### config.mk
export PLATFORM = sky130hd
export DESIGN_NAME = sync_fifo_param
export DESIGN_NICKNAME = d
export VERILOG_FILES = /design/src/rtl/fifo_pkg.sv /design/src/rtl/fifo_mem.sv /design/src/rtl/sync_fifo_param.sv
export SDC_FILE = /design/constraint.sdc
export NUM_CORES = 1
export LEC_CHECK = 0
export BUFFER_PORTS_ARGS = -buffer_cell sky130_fd_sc_hd__buf_2
export CAP_MARGIN = 0
export CELL_PAD_IN_SITES_DETAIL_PLACEMENT = 1
export CELL_PAD_IN_SITES_GLOBAL_PLACEMENT = 1
export CORE_MARGIN = 1
export CORE_UTILIZATION = 39
export DETAILED_ROUTE_END_ITERATION = 16
export HOLD_SLACK_MARGIN = 0.06
export PLACE_DENSITY_LB_ADDON = 0.12
export SETUP_SLACK_MARGIN = 0.2
export SLEW_MARGIN = 0
export SYNTH_ARGS = -nofsm -noshare
export SYNTH_HDL_FRONTEND = slang
export SYNTH_HIERARCHICAL = 1
export SYNTH_SLANG_ARGS = --single-unit
### constraint.sdc
create_clock -name clk -period 3.4 [get_ports clk]
set_input_delay 0.85 -clock clk [delete_from_list [all_inputs] [get_ports clk]]
set_output_delay 0.85 -clock clk [all_outputs]
set_load 0.01 [all_outputs]
### src/rtl/fifo_pkg.sv
// Shared constants and helpers for the parametrised single-clock FIFO.
package fifo_pkg;

    localparam int DEF_DATA_W = 4;
    localparam int DEF_DEPTH  = 8;

    // Address width that never collapses to zero bits, even for tiny depths.
    function automatic int clog2_safe(input int depth);
        return (depth <= 2) ? 1 : $clog2(depth);
    endfunction

    localparam int DEF_AW = clog2_safe(DEF_DEPTH);
    localparam int CNT_W  = DEF_AW + 1;

endpackage

### src/rtl/fifo_mem.sv
// FIFO storage: DEPTH x DATA_W registers, one synchronous write port and one asynchronous read port.
module fifo_mem #(
    parameter int DATA_W = 4,
    parameter int DEPTH  = 8,
    parameter int AW     = 3
) (
    input  logic              clk,
    input  logic              we_i,
    input  logic [AW-1:0]     waddr_i,
    input  logic [DATA_W-1:0] wdata_i,
    input  logic [AW-1:0]     raddr_i,
    output logic [DATA_W-1:0] rdata_o
);

    logic [DATA_W-1:0] mem_q [DEPTH];

    // Contents are deliberately not reset; the pointers define what is valid.
    always_ff @(posedge clk) begin
        if (we_i) begin
            mem_q[waddr_i] <= wdata_i;
        end
    end

    assign rdata_o = mem_q[raddr_i];

endmodule

### src/rtl/sync_fifo_param.sv
// Parametrised single-clock FIFO with occupancy count, threshold flags, sticky
// error flags, synchronous flush and optional first-word-fall-through reads.
module sync_fifo_param
    import fifo_pkg::*;
#(
    parameter int DATA_W    = DEF_DATA_W,
    parameter int DEPTH     = DEF_DEPTH,
    parameter int AF_THRESH = 6,
    parameter int AE_THRESH = 2,
    parameter int FWFT      = 0
) (
    input  logic                       clk,
    input  logic                       rst_n,
    input  logic                       wr_en,
    input  logic [DATA_W-1:0]          wr_data,
    input  logic                       rd_en,
    output logic [DATA_W-1:0]          rd_data,
    output logic                       rd_valid,
    input  logic                       flush,
    input  logic                       clr_err,
    output logic                       full,
    output logic                       empty,
    output logic                       almost_full,
    output logic                       almost_empty,
    output logic [clog2_safe(DEPTH):0] count,
    output logic                       overflow,
    output logic                       underflow
);

    localparam int AW = clog2_safe(DEPTH);
    localparam int CW = AW + 1;

    logic [AW:0]       wr_ptr_q, wr_ptr_d;
    logic [AW:0]       rd_ptr_q, rd_ptr_d;
    logic              overflow_q, overflow_d;
    logic              underflow_q, underflow_d;
    logic              push, pop;
    logic [DATA_W-1:0] mem_rdata;

    // The extra MSB on each pointer makes full and empty distinguishable.
    assign count        = wr_ptr_q - rd_ptr_q;
    assign full         = (count == CW'(DEPTH));
    assign empty        = (count == '0);
    assign almost_full  = (count >= CW'(AF_THRESH));
    assign almost_empty = (count <= CW'(AE_THRESH));

    assign push = wr_en & ~full  & ~flush;
    assign pop  = rd_en & ~empty & ~flush;

    always_comb begin
        wr_ptr_d    = wr_ptr_q;
        rd_ptr_d    = rd_ptr_q;
        // A new error in the same cycle as clr_err wins, keeping the flag set.
        overflow_d  = (overflow_q  & ~clr_err) | (wr_en & full  & ~flush);
        underflow_d = (underflow_q & ~clr_err) | (rd_en & empty & ~flush);
        if (flush) begin
            wr_ptr_d = '0;
            rd_ptr_d = '0;
        end else begin
            if (push) wr_ptr_d = wr_ptr_q + CW'(1);
            if (pop)  rd_ptr_d = rd_ptr_q + CW'(1);
        end
    end

    always_ff @(posedge clk or negedge rst_n) begin
        if (!rst_n) begin
            wr_ptr_q    <= '0;
            rd_ptr_q    <= '0;
            overflow_q  <= 1'b0;
            underflow_q <= 1'b0;
        end else begin
            wr_ptr_q    <= wr_ptr_d;
            rd_ptr_q    <= rd_ptr_d;
            overflow_q  <= overflow_d;
            underflow_q <= underflow_d;
        end
    end

    assign overflow  = overflow_q;
    assign underflow = underflow_q;

    fifo_mem #(
        .DATA_W (DATA_W),
        .DEPTH  (DEPTH),
        .AW     (AW)
    ) u_mem (
        .clk     (clk),
        .we_i    (push),
        .waddr_i (wr_ptr_q[AW-1:0]),
        .wdata_i (wr_data),
        .raddr_i (rd_ptr_q[AW-1:0]),
        .rdata_o (mem_rdata)
    );

    if (FWFT != 0) begin : g_fwft
        // Head word is presented directly; masked to zero while nothing is stored.
        assign rd_data  = empty ? '0 : mem_rdata;
        assign rd_valid = ~empty;
    end else begin : g_reg
        logic [DATA_W-1:0] rd_data_q, rd_data_d;
        logic              rd_valid_q, rd_valid_d;

        always_comb begin
            rd_data_d  = pop ? mem_rdata : rd_data_q;
            rd_valid_d = pop;
        end

        always_ff @(posedge clk or negedge rst_n) begin
            if (!rst_n) begin
                rd_data_q  <= '0;
                rd_valid_q <= 1'b0;
            end else begin
                rd_data_q  <= rd_data_d;
                rd_valid_q <= rd_valid_d;
            end
        end

        assign rd_data  = rd_data_q;
        assign rd_valid = rd_valid_q;
    end

endmodule

### Yosys cells after proc, flatten, opt, wreduce, memory -nomap -nowiden

Memory sizes are Yosys's and may differ from the RTL's. A register that Yosys moved wholly into a read port is not among the register bits.
Index checks and enable logic that the tools add are counted.

| storage, ports and cells | value |
|---|---|
| memory bits (writable) | 32 |
| output and inout bits | 15 |
| memories | 1 |
| logic and storage cells | 38 |
| flip-flop bits (word level) | 11 |
| input port bits | 10 |

| operators by class | value |
|---|---|
| eq/ne operators | 1 |
| bitwise gates (word level) | 16 |
| reduce and logical (&&, ||, !) cells | 4 |
| magnitude comparators | 2 |
| add/subtract/negate cells | 3 |
| multiplexer cells | 6 |

Memory list:

| memory | depth | width | read ports | clocked after Yosys merged registers in | wr ports | line | text |
|---|---|---|---|---|---|---|---|
| u_mem.mem_q | 8 | 4 | 1 | 1 | 1 | fifo_mem.sv:15 | `logic [DATA_W-1:0] mem_q [DEPTH];` |

Operators by type and width:

| cell | count |
|---|---|
| two-way mux 4 bit | 4 |
| AND 1 bit | 10 |
| adder 4 x 1 -> 4 bit, second input constant | 2 |
| equality test 4 bit, second input constant | 1 |
| >= comparator 4 x 3 -> 1 bit, second input constant | 1 |
| less-or-equal comparator 4 x 2 -> 1 bit, second input constant | 1 |
| zero test 4 bit | 1 |
| inverter 1 bit | 4 |
| nonzero test 2 bit | 2 |
| subtractor 4 bit | 1 |
| two-way mux 1 bit | 2 |
| bitwise OR 1 bit | 2 |
| zero test 1 bit | 1 |

### Logic depth before layout (Yosys ltp)

Gate-level depths: netlist of run 1.

| logic depth | value |
|---|---|
| word-level depth | 7 |
| depth in mapped cells | 11 |
| mapped depth without buffers | 11 |

### By module

Netlist of run 1, hierarchy kept.

Modules (own cells, without submodules):

| module | cells an instance | sequential area each (um^2) | area each (um^2) | times used |
|---|---|---|---|---|
| fifo_mem | 59 | 960.9 | 1,290.0 | 1 |
| sync_fifo_param | 84 | 375.4 | 872.1 | 1 |

### Least setup slack after synthesis of run 1

Ideal clock, no wire load.

| path | value |
|---|---|
| path kind | register -> register |
| from | reg wr_ptr_q[0] |
| to | mem u_mem.mem_q[0][0] (enable) |
| arrival | 2.596 ns |
| data required time | 3.039 ns |
| path slack | 0.443 ns |
| library setup time | 0.361 ns |
| stages on the path, launching flop included | 12 |
| buffers on the path | 0 |
| period minus slack after synthesis | 2.957 ns |
| path through | dfrtp_1 inv_1 ha_1 inv_1 fa_1 xor2_1 or3_1 a21oi_2 nor2b_1 and2_1 nand2b_1 nor3_1 |

| on the way | value |
|---|---|
| word-level cells in the longest chain between the ends | 7 |

RTL lines:

| element | line | text |
|---|---|---|
| from (decl) | sync_fifo_param.sv:33 | `logic [AW:0] wr_ptr_q, wr_ptr_d;` |
| from (signal assigned) | sync_fifo_param.sv:72 | `wr_ptr_q <= wr_ptr_d;` |
| subtractor 4 bit | sync_fifo_param.sv:41 | `assign count = wr_ptr_q - rd_ptr_q;` |
| net count[2] | sync_fifo_param.sv:25 | `output logic [clog2_safe(DEPTH):0] count,` |
| equality test 4 bit | sync_fifo_param.sv:42 | `assign full = (count == CW'(DEPTH));` |
| net full | sync_fifo_param.sv:21 | `output logic full,` |
| inverter 1 bit | sync_fifo_param.sv:47 | `assign push = wr_en & ~full & ~flush;` |
| AND 1 bit (2 in a row) | sync_fifo_param.sv:47 |  |
| net push | sync_fifo_param.sv:37 | `logic push, pop;` |
| two-way mux 1 bit | fifo_mem.sv:19 | `if (we_i) begin` |
| two-way mux 1 bit (implied by the code) | fifo_mem.sv:20 | `mem_q[waddr_i] <= wdata_i;` |
| to (decl) | fifo_mem.sv:15 |  |

The timed path passes the listed nets, and every way through them passes these cells.

### Final worst setup path of run 1

| path | value |
|---|---|
| from | reg wr_ptr_q[1] |
| to | out almost_empty |

| on the way | value |
|---|---|
| word-level cells in the longest chain between the ends | 2 |

RTL lines:

| element | line | text |
|---|---|---|
| subtractor 4 bit | sync_fifo_param.sv:41 |  |
| less-or-equal comparator 4 x 2 -> 1 bit | sync_fifo_param.sv:45 | `assign almost_empty = (count <= CW'(AE_THRESH));` |
| to (decl) | sync_fifo_param.sv:24 | `output logic almost_empty,` |

No other way between the ends.

==> run metrics, run 1 <==
status complete, no violations; first-pass GRT wire length 7.49 mm; CP max-delay cell dfrtp_2; number of port buffers 24; worst r2r src wr_ptr_q[0]; critical path, cell by cell ha_1 > and3b_4 > or3_4 > and2_4 > inv_1 > a211oi_1 > buf_2; Pleak ~1 nW; Chip Width around 76 um; Adder-Cell Fraction of Synth Area 3.82%; crit path kind flop to output pin; Core Rows 26; # setup viols final 0; area delta synth->final 18.8%; PD cells 764 nW/um^2; fin worst setup slack 311 ps; Initial DRC Count 38; Peak VDD IR 0.000298 V; Tcrit/Tclk final 90.9%; Slew headroom 66.0%; Final #Nets just under 200; Final Util just under 50%; post-synthesis mux area share 15.3%; Internal Power around 1.3 mW; Slew Viols, Final 0; crit-path leading delay family simple AND/OR/NAND/NOR gates; Root Buffer clkbuf_8; share of cells above drive strength 1 40.0%; Syn Nets 159; die height 76.5 um; GRT Overall Usage 17.1%; Cell Area, Synth 2160 sq um; max cap viols 0; Flop pwr share 37.1%; RSZ-0062 raised after global routing no; routability cong. 0.761; ant diodes 0; largest net degree at the start of global routing 17; Final Skew around 7.7 ps; Mean Syn Cell Area 15.1 sq um; per-cell routed wire length 17.9 um; Critical Path Source wr_ptr_q[1]; Comb pwr share 45.7%; Initial Util 41.3%; Synth Area in XOR/XNOR 1.62%; cts hold-fix bufs 0; Worst EP required around 2600 ps; H-tree Lvls 2; Yosys reg bits 47; DRT Pass-1 Iters 4; Synth async-reset ratio a little under a third; buffers plus inverters on the worst setup path 2; TritonCTS Buffers 5; simple-gate share of the synthesized area 9.43%; Max Clock Freq between 300 and 400 MHz; initial antenna violation count 0; clock share of power between 10% and 20%; Fillers 544; CP startpoint kind flop; WL final 4.48 mm; Post-synth EDFFs 32; endpoint type of the worst setup path output pin; vias in the first global route 1414; switching power ~0.70 mW; HPWL after DPL 3.41 mm; Syn Inst Count 143; Yosys cell types 35; commonest non-fill, non-tap cell in the layout edfxtp_1; Clock Pin Slew Worst Setup and Hold Paths 90 ps; crit path max fanout 10; Core Region 5240 sq um; vias 1290; Routed Antenna Nets 0; CP max stage delay 500 ps; pre-CTS setup slack 212 ps; Top-Level Pins 25; compound-cell area share of the yosys netlist 5.56%; largest family of logic cells by synthesized area multiplexers; fin crit period 3090 ps; sequential area share after synthesis 61.8%; clock sinks 47; YS warnings 6; clock buffer depth 2; Vias/cell 5.16; Final Hold Viols 0; crit path DAT roughly 2200 ps; # DRC 0; Hold Crit Class input pin to async pin; worst-skew pair later-pin latency 300 ps; setup_tns 0 ps; commonest register cell after synthesis edfxtp_1; most frequent cells in the layout edfxtp_1, buf_2, dfrtp_1; net switching share of the total power 35.8%; total grt overflow 0; TritonCTS clock tree yes; Die ar. 5850 sq um; worst slew pin tran about 500 ps
==> Yosys cell counts, types with 3 or more instances <==
cell type	count	area (sq um)
edfxtp_1	32	961
ha_1	5	62.6
mux2_2	9	101
dfrtp_1	15	375
nand2_1	9	33.8
mux4_1	8	210
inv_1	9	33.8
o21ai_0	3	15.0
nor3_1	3	15.0
or3_1	3	18.8
nand2b_1	3	18.8
nor2_1	13	48.8
==> repair_timing <==
action	CTS	global route
setup buffers	3	0
pin swaps	0	0
resized for setup	7	11
setup endpoints to repair	7	35
==> worst paths after layout <==
check	endpoint	slack [ps]	cells after the start
worst max-delay path	almost_empty	310	7
worst min-delay path	rd_data[1]	440	1
worst max register to register	u_mem/mem_q[6][0]	540	12
worst min register to register	overflow	500	1
max in group asynchronous	wr_ptr_q[0]	2670	1
min in group clk	overflow	500	1
==> flip-flops by register name, indices dropped and copies added, names as in the netlist <==
register	flops
wr_ptr_q	4
rd_valid	1
underflow	1
u_mem/mem_q	32
rd_data	4
rd_ptr_q	4
overflow	1
==> layout make-up <==
class / instances / area [sq um] / share of cell area, %
well taps: 70 / 87.6 / 3.41
inverters: 9 / 33.8 / 1.32
clock buffers: 5 / 68.8 / 2.68
flip-flops and latches: 47 / 1340 / 52.1
clock inverters: 3 / 22.5 / 0.877
repair buffers: 32 / 180 / 7.01
multi-input cells: 84 / 837 / 32.6
==> power by group through the flow <==
| stage | Combinational, mW | Sequential, mW | Clock, mW |
|---|---|---|---|
| final | 0.897 | 0.727 | 0.338 |
| after global routing | 0.982 | 0.735 | 0.367 |
| after CTS | 0.871 | 0.727 | 0.353 |
| after detailed placement | 0.789 | 0.746 | 0 |
| after global placement | 0.766 | 0.739 | 0 |
| after floorplan | 0.518 | 0.761 | 0 |
==> stage by stage <==
step / hold WS [ps] / cells / instance area [sq um] / total power [mW]
detailed placement: 485 / 239 / 2390 / 1.54
floorplan: 508 / 143 / 2160 / 1.28
global route: 450 / 250 / 2570 / 2.08
finish: 443 / 250 / 2570 / 1.96
global placement: 470 / 239 / 2390 / 1.51
CTS: 444 / 250 / 2520 / 1.95
==> cells by family after synthesis <==
logic type / Yosys count
flops: 47
mux: 19
xor+xnor: 4
simple gates: 40
buf+inv: 12
fa+ha+maj: 6
compound gates: 15
==> per-layer routing <==
metal | GRT usage, % | part of all wire, % | routed length [um] | up-vias
li1 | - | - | - | 609
met4 | 6.73 | 1.6 | 70 | 0
met3 | 3.35 | 2.5 | 113 | 7
met1 | 23.5 | 47 | 2080 | 651
met2 | 26.7 | 49 | 2210 | 23
met5 | 0 | 0 | 0 | -
No activity file was read; power rests on OpenSTA's default activity.
==> run 2, diff against run 1 <==
clock period = 3 ns   (was 3.4 ns; I/O delays follow)
==> run 2 against run 1 <==
  * Clock skew is 3.1 ps lower
  * Non-clock buffer count is 8 higher
  * Register-to-register slack worse by 230 ps
  * Highest routed layer unchanged
  * First-iteration DRC count is 29% higher
  * Core utilization is 3.4 points higher
  * Largest cell class unchanged
  * Largest power group unchanged
  * Sequential share of layout area is 3.4 points lower
==> run metrics, run 2 (synthesized netlist as in run 1, its figures left out) <==
WL final 4.73 mm (+5.7%); Final Hold Viols 0 (unchanged); Worst EP required 2250 ps (-300 ps); Final Skew 4.61 ps (-3.05 ps); total grt overflow 0 (unchanged); most frequent cells in the layout edfxtp_1, buf_2, buf_4; Clock Pin Slew Worst Setup and Hold Paths 90 ps (about the same); Peak VDD IR 0.000327 V (+9.7%); GRT Overall Usage 17.6% (+0.47 points); max reg flops 32 (unchanged); PD cells 930 nW/um^2 (+22%); initial antenna violation count 0 (unchanged); crit path max fanout 3 (-7); # setup viols final 0 (unchanged); Top-Level Pins 25 (unchanged); clock sinks 47 (unchanged); ant diodes 0 (unchanged); # DRC 0 (unchanged); share of cells above drive strength 1 47.9% (+7.9 points); RSZ-0062 raised after global routing yes; critical path, cell by cell buf_12 > fa_2 > xor2_4 > or3_4 > a21oi_4 > buf_6; fin crit period 2880 ps; Routed Antenna Nets 0 (unchanged); H-tree Lvls 2 (unchanged); worst r2r dst u_mem/mem_q[7][2]; TritonCTS Buffers 5 (unchanged); setup_tns 0 ps (unchanged); TritonCTS clock tree yes; Die ar. 5850 sq um (unchanged); cts hold-fix bufs 0 (unchanged); crit path kind flop to output pin; Pleak 1.04 nW (+4.6%); CP startpoint kind flop; CP max stage delay 470 ps (-30 ps); worst-skew pair later-pin latency 300 ps (about the same); Vias/cell 5.16 (about the same); CP max-delay cell dfrtp_2; fin area 2750 sq um (+6.9%); Chip Width 76.5 um (unchanged); max cap viols 0 (unchanged); commonest non-fill, non-tap cell in the layout edfxtp_1; Core Region 5240 sq um (unchanged); crit path DAT 2130 ps (-110 ps); Fillers 531 (-2.4%); number of port buffers 24 (unchanged); Core Rows 26 (unchanged); Hold Crit Class input pin to async pin; DRT Pass-1 Iters 4 (unchanged); worst r2r src wr_ptr_q[1]; Final #Nets 203 (+4.1%); Tcrit/Tclk final 96.0%; register-to-register setup slack 310 ps (-230 ps); per-cell routed wire length 18.3 um (+2.4%); largest net degree at the start of global routing 17 (unchanged); die height 76.5 um (unchanged); Initial Util 41.3% (unchanged); vias 1332 (+3.3%); vias in the first global route 1478 (+4.5%); crit-path leading delay family flip-flops; Root Buffer clkbuf_8; first-pass GRT wire length 7.64 mm (+2.0%); worst slew pin tran 562 ps (+55.4 ps); Max Clock Freq roughly 350 MHz; endpoint type of the worst setup path output pin; HPWL after DPL 3.41 mm (about the same); Initial DRC Count 49 (+29%); reg2reg path depth 9 (-3); Slew headroom 62.2% (-3.8 points); Top reg by flops u_mem/mem_q; clock buffer depth 2 (unchanged); Slew Viols, Final 0 (unchanged); area delta synth->final 27.0%; routability cong. 0.752 (-1.2%); buffers plus inverters on the worst setup path 2 (unchanged); DP Area 2410 sq um (+1.0%); status complete, no violations
## run 2: metrics by stage
step / total power [mW] / setup WS, ps / std cells / hold slack (ps) / utilization, %
4_1_cts: 2.44 / 57.2 / 255 / 355 / 50.6
2_1_floorplan: 1.46 / 210 / 143 / 454 / -
5_1_grt: 2.71 / 66.0 / 258 / 357 / 52.4
6_report: 2.55 / 121 / 258 / 355 / 52.4
3_3_place_gp: 1.74 / 195 / 240 / 475 / 46.1
3_5_place_dp: 1.79 / 22.8 / 240 / 487 / 46.1
## run 2: power by group
group          internal [mW]  switching (mW)
Combinational          0.687           0.652
Sequential             0.776          0.0449
Clock                  0.169           0.224
## run 2: worst max-delay path by stage
stage	from	to	slack (ps)	depth (start not counted)
2_1_floorplan	wr_ptr_q[0]	u_mem/mem_q[1][0]	210	11
3_3_place_gp	wr_ptr_q[1]	almost_empty	200	7
4_1_cts	wr_ptr_q[0]	full	60	8
3_5_place_dp	wr_ptr_q[1]	almost_empty	20	7
6_report	wr_ptr_q[1]	full	120	6
5_1_grt	rd_ptr_q[0]	full	70	6
## run 2: layout make-up
cell class              count  area [sq um]  share of cell area [%]
well taps                  70          87.6                    3.19
flip-flops and latches     47          1340                    48.7
multi-input cells          84           915                    33.3
clock buffers               5          68.8                    2.51
repair buffers             40           278                    10.1
clock inverters             3          22.5                   0.820
inverters                   9          36.3                    1.32
## run 2: worst register-to-register path: cells and delay by family (launching register included)
kind,cells,cell delay (ps)
buffers and inverters,2,290
AOI/OAI and AO/OA,1,40
DFF,1,470
and+or+nand+nor,5,950
adders and majority gates,1,630
## run 2: routing by layer
| metal | global-route usage [%] | part of all wire, % | vias to the layer above | wire length, um |
|---|---|---|---|---|
| met4 | 6.35 | 1.4 | 0 | 68 |
| met3 | 3.95 | 2.4 | 6 | 112 |
| met1 | 21.8 | 45 | 683 | 2120 |
| li1 | - | - | 624 | - |
| met5 | 0 | 0 | - | 0 |
| met2 | 30.0 | 51 | 19 | 2420 |
## run 2: timing repair
| action | in CTS | in global routing |
|---|---|---|
| endpoints found under the setup margin | 33 | 37 |
| setup buffers | 7 | 3 |
| gates resized for setup | 21 | 15 |
| pin swaps | 7 | 4 |
| cloned | 0 | 0 |
==> run 3, diff against run 2 <==
BUFFER_PORTS_ARGS = -buffer_cell sky130_fd_sc_hd__buf_4   (was -buffer_cell sky130_fd_sc_hd__buf_2)
==> run 3 against run 2 <==
  * Die area unchanged
  * Critical path depth grew 2
  * Sequential share of layout area fell by 0.70 points
  * Register-to-register slack got worse by 60 ps
  * Power fell by 0.90%
  * Critical path type unchanged
  * Combinational power barely moved
  * Worst setup slack worse by 47 ps
  * Clock power shrank 2%
  * Non-clock buffer count increased by 2
  * Via count up 0.90%
  * Cell area up 1.4%
==> run metrics, run 3 (synthesized netlist as in run 1, its figures left out) <==
Hold Crit Class input pin to async pin; HPWL after DPL 3.34 mm (-2.1%); max reg flops 32 (unchanged); cts hold-fix bufs 0 (unchanged); TritonCTS Buffers 5 (unchanged); worst-skew pair later-pin latency 300 ps (about the same); dpl cells 240 (unchanged); # setup viols final 0 (unchanged); first-pass GRT wire length 8.07 mm (+5.6%); per-cell routed wire length 19.6 um (+7.1%); H-tree Lvls 2 (unchanged); Vias/cell 5.17 (+0.12%); Worst EP required 2250 ps (about the same); multi-input logic area 915 sq um (unchanged); CP startpoint kind flop; Core Region 5240 sq um (unchanged); crit path kind flop to output pin; Routed Antenna Nets 0 (unchanged); Pleak 1.06 nW (+1.6%); Finished Layout Cells 260 (+0.78%); status complete, no violations; Top reg by flops u_mem/mem_q; GRT Overall Usage 18.8% (+1.3 points); CP max stage delay 420 ps (-50 ps); endpoint type of the worst setup path output pin; Chip Width 76.5 um (unchanged); setup_tns 0 ps (unchanged); Peak VDD IR 0.000363 V (+11%); die height 76.5 um (unchanged); hold_ws 287 ps (-68.6 ps); WL final 5.10 mm (+7.9%); DP Area 2470 sq um (+2.5%); PD cells 909 nW/um^2 (-2.2%); Final Util 53.2% (+0.72 points); clock sinks 47 (unchanged); TritonCTS clock tree yes; largest net degree at the start of global routing 16 (-1); total grt overflow 0 (unchanged); initial antenna violation count 0 (unchanged); Final Skew 7.77 ps (+3.16 ps); crit path max fanout 3 (unchanged); Max Clock Freq 342 MHz (-1.6%); area delta synth->final 28.8%; Overall Power 2.53 mW (-0.90%); clock buffer depth 2 (unchanged); Slew Viols, Final 0 (unchanged); fin crit period 2930 ps (+47.3 ps); Clock Pin Slew Worst Setup and Hold Paths 90 ps (about the same); routability cong. 0.753 (+0.19%); vias 1344 (+0.90%); share of cells above drive strength 1 48.4% (+0.55 points); CP max-delay cell fa_2; worst slew pin tran 500 ps (-62.0 ps); Initial Util 41.3% (unchanged); Core Rows 26 (unchanged); Fillers 513 (-3.4%); # DRC 0 (unchanged); fin worst setup slack 73.7 ps (-47.3 ps); DRT Pass-1 Iters 4 (unchanged); commonest non-fill, non-tap cell in the layout buf_4; Final #Nets 205 (+0.99%); Final Hold Viols 0 (unchanged); Tcrit/Tclk final 97.5% (+1.6 points); fin area 2780 sq um (+1.4%); register-to-register setup slack 250 ps (-60 ps); pre-CTS setup slack 88.9 ps (+66.2 ps); Most common cell on crit path inv_2; Die ar. 5850 sq um (unchanged); crit path DAT 2180 ps (+50 ps); critical path, cell by cell inv_2 > ha_4 > inv_2 > fa_2 > xor2_4 > or3_4 > a21oi_4 > buf_6; number of port buffers 24 (unchanged); Slew headroom 66.5% (+4.3 points); Root Buffer clkbuf_8; most frequent cells in the layout buf_4, edfxtp_1, dfrtp_1; sequential cell area 1340 sq um (about the same); ant diodes 0 (unchanged); max cap viols 0 (unchanged); Top-Level Pins 25 (unchanged); vias in the first global route 1513 (+2.4%); RSZ-0062 raised after global routing yes; Initial DRC Count 49 (unchanged)
==> run 3: cell count changes in the layout (fill, tap and decap cells not counted), sizes merged <==
cell	delta
buf	+2
clkbuf	+1
clkinv	-1
clkinvlp	+1
inv	-1
==> run 3: cell type report <==
type / instances / share of cell area, %
Tap cell: 70 / 3.15
Clock buffer: 6 / 2.61
Sequential cell: 47 / 48.0
Timing Repair Buffer: 42 / 11.5
Multi-Input combinational cell: 84 / 32.9
Inverter: 9 / 1.30
Clock inverter: 2 / 0.584
==> run 3: metal layers <==
layer,share of wire (%),GRT usage (%),vias up,wire length (um)
li1,-,-,628,-
met2,53,31.9,14,2690
met3,2.1,4.55,2,108
met1,44,23.0,700,2260
met5,0,0,-,0
met4,0.71,7.69,0,36
==> run 3: worst paths after layout <==
check / start / to / cells past startpoint
worst max-delay path: wr_ptr_q[0] / full / 8
worst min-delay path: rst_n / rd_data[3] / 1
worst max register to register: wr_ptr_q[0] / u_mem/mem_q[1][3] / 11
worst min register to register: rd_data[0] / rd_data[0] / 1
max in group asynchronous: rst_n / wr_ptr_q[2] / 1
min in group clk: rd_data[0] / rd_data[0] / 1
==> run 3: critical path: cells and delay by family, from the launching register on <==
| family | cells | cell delay, ps |
|---|---|---|
| buf+inv | 3 | 250 |
| fa+ha+maj | 2 | 560 |
| simple gates | 1 | 360 |
| xor+xnor | 1 | 160 |
| compound gates | 1 | 150 |
| flops | 1 | 400 |
==> run 3: timing repair <==
| item | CTS | global route |
|---|---|---|
| pin swaps | 4 | 3 |
| gates resized for setup | 20 | 13 |
| setup endpoints to repair | 37 | 33 |
| setup buffers | 11 | 1 |
==> run 3: power breakdown <==
part | leakage (nW) | total (mW) | internal (mW) | switching (mW)
clock | 0.0418 | 0.386 | 0.168 | 0.219
combinational | 0.534 | 1.33 | 0.672 | 0.654
sequential | 0.484 | 0.817 | 0.776 | 0.0410
total | 1.06 | 2.53 | 1.62 | 0.914
